[config.mk]
export PLATFORM = sky130hd
export DESIGN_NAME = cond_logic
export DESIGN_NICKNAME = d
export VERILOG_FILES = /design/src/rtl/cond_logic.sv
export SDC_FILE = /design/constraint.sdc
export NUM_CORES = 1
export LEC_CHECK = 0
export ABC_AREA = 1
export BUFFER_PORTS_ARGS = -buffer_cell sky130_fd_sc_hd__buf_2
export CORE_AREA = 2 2 39 41
export CTS_CLUSTER_DIAMETER = 80
export CTS_CLUSTER_SIZE = 12
export DETAILED_ROUTE_END_ITERATION = 6
export DIE_AREA = 0 0 41 43
export GPL_TIMING_DRIVEN = 0
export PLACE_DENSITY = 0.64
export SETUP_SLACK_MARGIN = 0.05
export SYNTH_ARGS = -nofsm -noshare
export SYNTH_HDL_FRONTEND = slang
export SYNTH_SLANG_ARGS = --single-unit
[constraint.sdc]
create_clock -name clk -period 1.7 [get_ports clk]
set_clock_uncertainty 0.1 [all_clocks]
set_input_delay 0.17 -clock clk [delete_from_list [all_inputs] [get_ports clk]]
set_output_delay 0.17 -clock clk [all_outputs]
set_load 0.01 [all_outputs]
[src/rtl/cond_logic.sv]
// Conditional-execution unit: holds the {N,Z,C,V} flag register, evaluates the
// instruction condition field against it and gates the decoder's write enables.
module cond_logic (
  input  logic       clk,
  input  logic       reset_n,
  input  logic [3:0] Cond,
  input  logic [3:0] ALUFlags,
  input  logic [1:0] FlagW,
  input  logic       PCS,
  input  logic       RegW,
  input  logic       MemW,
  input  logic       NoWrite,
  input  logic       Stall,
  output logic       PCSrc,
  output logic       RegWrite,
  output logic       MemWrite,
  output logic       CondEx,
  output logic [3:0] Flags
);

  logic [3:0] flags_q;
  logic [3:0] flags_d;
  logic       flag_n;
  logic       flag_z;
  logic       flag_c;
  logic       flag_v;
  logic       ge;
  logic       commit;

  assign flag_n = flags_q[3];
  assign flag_z = flags_q[2];
  assign flag_c = flags_q[1];
  assign flag_v = flags_q[0];
  assign ge     = (flag_n == flag_v);

  // Condition is judged against the registered flags only, never ALUFlags.
  always_comb begin
    CondEx = 1'b0;
    case (Cond)
      4'b0000: CondEx = flag_z;
      4'b0001: CondEx = ~flag_z;
      4'b0010: CondEx = flag_c;
      4'b0011: CondEx = ~flag_c;
      4'b0100: CondEx = flag_n;
      4'b0101: CondEx = ~flag_n;
      4'b0110: CondEx = flag_v;
      4'b0111: CondEx = ~flag_v;
      4'b1000: CondEx = flag_c & ~flag_z;
      4'b1001: CondEx = ~flag_c | flag_z;
      4'b1010: CondEx = ge;
      4'b1011: CondEx = ~ge;
      4'b1100: CondEx = ~flag_z & ge;
      4'b1101: CondEx = flag_z | ~ge;
      default: CondEx = 1'b1;
    endcase
  end

  assign commit = CondEx & ~Stall & reset_n;

  assign PCSrc    = PCS  & commit;
  assign RegWrite = RegW & commit & ~NoWrite;
  assign MemWrite = MemW & commit;

  // N,Z and C,V are written independently so logical ops can keep C,V.
  always_comb begin
    flags_d = flags_q;
    if (!Stall) begin
      if (FlagW[1] && CondEx) flags_d[3:2] = ALUFlags[3:2];
      if (FlagW[0] && CondEx) flags_d[1:0] = ALUFlags[1:0];
    end
  end

  always_ff @(posedge clk) begin
    if (!reset_n) flags_q <= 4'b0000;
    else          flags_q <= flags_d;
  end

  assign Flags = flags_q;

endmodule

==> metrics, run 1 <==
Initial Util 32.9%; Worst-Skew Late Latency 240 ps; final setup fails 2; Crit. End Element output port; Tmin final 1780 ps; Yosys cell types 13; Max Fanout on Critical Path 3; R2R Path End Flags[2]$_SDFFE_PN0P_; Tot GR Track Use 14.0%; PwrDens 580 nW/um2; largest family of logic cells by synthesized area simple AND/OR/NAND/NOR gates; Least-Margin Pin Slew 263 ps; commonest cells after routing, fill and taps aside nand2_1 (28), buf_2 (23), inv_1 (14); Post-DP Area 596 um2; Worst Hold End Flags[3]$_SDFFE_PN0P_; Relative slew margins 82.5%; Slew Viols, Final 0; RSZ-0062 raised after global routing true; Synth top area share 23.9%; reg2reg setup slack 20 ps; Synth area leaders nand2_1 (24%), dfxtp_1 (18%), inv_1 (15%); maximum vdd drop 253 uV; Chip Height 43 um; Mapped Area 455 um2; critical path data required time 1430 ps; vias per cell 4.51; Largest register FFs 4; Hold Path Stages 3; first-pass GRT wire length 1680 um; Max Fclk 563 MHz; fin area 724 um2; Worst Setup SP Flags[1]$_SDFFE_PN0P_; CTS tree done; initial antenna violation count 0; die area 1760 um2; number of global-route vias before repair 473; Synth Area in Simple Gates 62.6%; pre-CTS WS 24.6 ps; Synth Area in Compound Gates 3.30%; startpoint class of the critical path register; post-synthesis register bit count 4; worst setup margin -77.6 ps; clock sinks 4; P_leak 0.430 nW; Clock transition at path regs 40 ps; area grow syn2layout 59.1%; setup TNS -112 ps; input/output buffers 24; type of the most critical hold path in2reg; mux contribution to synthesized area 0%; Die Wd 41 um; FP Rows 14; post-route antenna net violation count 0; post-layout util 52.4%; DPL Wire Length 911 um; clock root buffer clkbuf_4; Cells after DPL 127; Tcrit/Tclk final 105%; grt total ovfl 0; gpl congestion 0.743; n_diodes 0; I/O pins 25; Post-Syn Instances 87; R2R cell count 14; Fin Hold WS 113 ps; sequential share of the synthesized area 17.6%; most common cell after layout, fill and taps aside nand2_1; drc violations 0; Hold Crit Start reset_n; maxcap violations 0; vias post-DR 622; Post-Syn Nets 104; final WL 1210 um; average wire per standard cell 8.78 um; critical path data arrival time 1510 ps; reg2reg start Flags[1]$_SDFFE_PN0P_; post-route insts no fill 138; clk buf depth 2; Mapped Avg Cell Area 5.23 um2; CTS buffer count 3; Core ar. 1380 um2; H-Tree Depth 1; YS warnings 0; area leader, netlist nand2_1; outcome finished, violations left; largest net degree at the start of global routing 8; final hold viol count 0; failing checks setup timing; WS Path Type reg2out; Tot Pwr 420 uW; TritonRoute pass-1 iters 4; Adder-Cell Fraction of Synth Area 0%; xor/xnor cell area share of the yosys netlist 0%; final net count 141; layout cells sized above 1 45.9%; DR iter-0 viols 6
how the worst max path moves through the flow:
stage	slack, ps	endpoint
CTS	-80	RegWrite
detailed placement	20	RegWrite
global route	-160	RegWrite
global placement	70	RegWrite
finish	-80	CondEx
floorplan	140	RegWrite
cell usage after synthesis:
| cell | count |
|---|---|
| nand3_2 | 3 |
| nand2_4 | 1 |
| inv_1 | 18 |
| inv_2 | 1 |
| a21oi_1 | 3 |
| clkinv_1 | 1 |
| nand4_1 | 4 |
| nand3_1 | 6 |
| dfxtp_1 | 4 |
| nor2_2 | 3 |
| nor3b_2 | 1 |
| nor2_1 | 13 |
| nand2_1 | 29 |
critical path, cell delays in order (launching register included):
cell	delay (ps)
dfxtp_2	310
buf_4	130
a21oi_2	90
nor2_1	60
nand2_1	60
nand2_1	60
nor2_2	130
nand2_4	70
buf_4	130
buf_6	110
buf_6	110
kinds of logic (layout without fill, tap and decap cells):
family	after synthesis	after routing
AOI/OAI and AO/OA	3	3
DFF	4	4
and+or+nand+nor	60	60
buffers and inverters	20	55
final cells by class:
| class | instances | area (um2) |
|---|---|---|
| repair buffers | 32 | 194 |
| inverters | 20 | 75.1 |
| multi-input cells | 63 | 328 |
| fillers | 150 | 659 |
| flip-flops and latches | 4 | 85.1 |
| clock buffers | 3 | 22.5 |
| well taps | 16 | 20.0 |
timing repair:
action / CTS / global route
pin swaps: 11 / 12
buffers inserted: 2 / 6
hold buffers: 0 / 0
gates resized for setup: 12 / 5
endpoints found under the setup margin: 4 / 4
layer usage:
layer	up-vias	GRT usage (%)	part of all wire [%]
li1	334	-	-
met5	-	0	0
met1	257	13.8	39
met3	3	3.66	9.7
met4	0	10.0	1.8
met2	28	23.1	49
power breakdown:
group | switching, mW | internal (mW)
Clock | 0.0408 | 0.0791
Sequential | 0.00712 | 0.103
Combinational | 0.0982 | 0.0918
Total | 0.146 | 0.274
Power figures use the tool's default switching activity.
==> inputs of run 2 (changes only) <==
ABC_AREA = unset   (was 1)
PLACE_DENSITY = 0.62   (was 0.64)
==> run 2 against run 1 <==
Against the previous run:
- the run still ends with setup timing left
- final area decreased by 10%
- worst setup slack lost 350 ps
- hold slack worse by 43 ps
- global-route usage down 1.2 points
- critical path depth is 4 lower
- sequential power decreased by 6%
- synthesized cell count shrank 40%
- cell count decreased by 28%
- maximum frequency decreased by 16%
==> metrics, run 2 <==
outcome finished, violations left; failing checks setup timing; Slew Viols, Final 0; CTS tree done; number of enable flip-flop cells after synthesis 0; I/O pins 25; most frequent cell after synthesis nand2_1; Die Wd 41 um; Mapped Avg Cell Area 8.30 um2; xor/xnor cell area share of the yosys netlist 6.09%; Chip Height 43 um; Synth area leaders dfxtp_1 (19%), mux2i_1 (12%), nand2_1 (8.7%); Hold Path Stages 3; Core ar. 1380 um2; clock sinks 4; startpoint class of the critical path register; Tcrit/Tclk final 125%; final WL 1070 um; most common cell after layout, fill and taps aside buf_2; FFs w/ async S/R, synth 0%; Least-Margin Pin Slew 342 ps; maximum vdd drop 371 uV; Tmin final 2120 ps; Max Fanout on Critical Path 5; Fin Hold WS 69.9 ps; DR iter-0 viols 9; die area 1760 um2; gpl congestion 0.632; YS warnings 0; Crit. End Element output port; Synth Flop Type dfxtp_1; sequential share of the synthesized area 18.6%; number of global-route vias before repair 391; largest net degree at the start of global routing 11; Clock transition at path regs 40 ps; Hold Buf Count CTS 0; input/output buffers 22; first-pass GRT wire length 1580 um; n_diodes 0; Largest register FFs 4; Synth Area in Simple Gates 43.5%; maxcap violations 0; Tot GR Track Use 12.7%; FP Rows 14; Synth top area share 18.6%; Post-Syn Nets 69; critical path data arrival time 1850 ps; Adder-Cell Fraction of Synth Area 0%; layout cells sized above 1 50.6%; setup TNS -2730 ps; final net count 101; average wire per standard cell 10.8 um; Synth Area in Compound Gates 12.2%; Initial Util 31.2%; Post-Syn Instances 52; Worst-Skew Late Latency 230 ps; worst setup margin -424 ps; clk buf depth 2; commonest cells after routing, fill and taps aside buf_2 (23), nand2_1 (10), buf_4 (5), mux2i_1 (5); WS Path Type reg2out; RSZ-0062 raised after global routing true; area grow syn2layout 50.4%; critical path data required time 1430 ps; H-Tree Depth 1; final setup fails 8; CTS buffer count 3; Max Fclk 471 MHz; vias post-DR 484; R2R cell count 8; initial antenna violation count 0; post-synthesis register bit count 4; type of the most critical hold path in2reg; PwrDens 547 nW/um2; pre-CTS WS -256 ps; Mapped Area 432 um2; vias per cell 4.89; drc violations 0; final hold viol count 0; clock root buffer clkbuf_4; grt total ovfl 0; Yosys cell types 29; mux contribution to synthesized area 11.6%; P_leak 0.310 nW; largest family of logic cells by synthesized area simple AND/OR/NAND/NOR gates; area leader, netlist dfxtp_1; TritonRoute pass-1 iters 4; Relative slew margins 77.2%; DPL Wire Length 770 um; Post-synth top cells nand2_1 (10), mux2i_1 (5), dfxtp_1 (4); post-route antenna net violation count 0
## run 2: cell count changes after synthesis, moves of 5 or more
cell / before / now
nand2_1: 29 / 10
inv_1: 18 / 2
nor2_1: 13 / 1
mux2i_1: 0 / 5
nand3_1: 6 / 1
## run 2: path summary, 6_finish.rpt
check,start,to,slack (ps)
setup / recovery,Flags[3]$_SDFFE_PN0P_,RegWrite,-420
hold / removal,ALUFlags[3],Flags[3]$_SDFFE_PN0P_,70
setup reg to reg,Flags[3]$_SDFFE_PN0P_,Flags[2]$_SDFFE_PN0P_,-340
hold reg to reg,Flags[2]$_SDFFE_PN0P_,Flags[2]$_SDFFE_PN0P_,400
## run 2: where the power goes
part	internal [mW]	total, mW	switching [mW]
clock	0.0882	0.128	0.0400
combinational	0.0696	0.124	0.0548
sequential	0.0970	0.103	0.00565
## run 2: critical path: stages, from the launching register on
cell and delay, ps:
dfxtp_4 360, xnor2_2 130, a221o_1 320, o311ai_2 250, nand4_2 180, and4b_1 240
buf_2 130
## run 2: metrics by stage
stage / cell area [um2] / instances / utilization [%] / total power, mW
floorplan: 442 / 52 / - / 0.172
global placement: 572 / 90 / 41.3 / 0.207
detailed placement: 572 / 90 / 41.3 / 0.208
CTS: 642 / 98 / 46.4 / 0.356
global route: 649 / 99 / 46.9 / 0.382
finish: 649 / 99 / 46.9 / 0.355
## run 2: metal layers
layer,vias up,track usage [%],part of all wire (%)
li1,254,-,-
met1,213,15.7,46
met2,17,20.6,47
met3,0,3.14,7.0
met4,0,4.00,0
met5,-,0,0
## run 2: cell type report
type                       instances  area [um2]
buffer                             4        27.5
clock buffer                       4        26.3
fill                             152         734
inverter                           2        7.51
multi-input combinational         42         328
sequential                         4        88.8
tap                               16        20.0
timing repair buffer              27         151
## run 2: timing repair
action,in CTS,in global routing
resized for setup,3,1
setup endpoints to repair,8,8
buffers inserted,4,2
pin swaps,3,2
## run 2: cells by family after synthesis
kind of cell              after synthesis
buffers and inverters                   6
DFF                                     4
AOI/OAI and AO/OA                       6
xor gates and xnor gates                3
and+or+nand+nor                        28
muxes                                   5
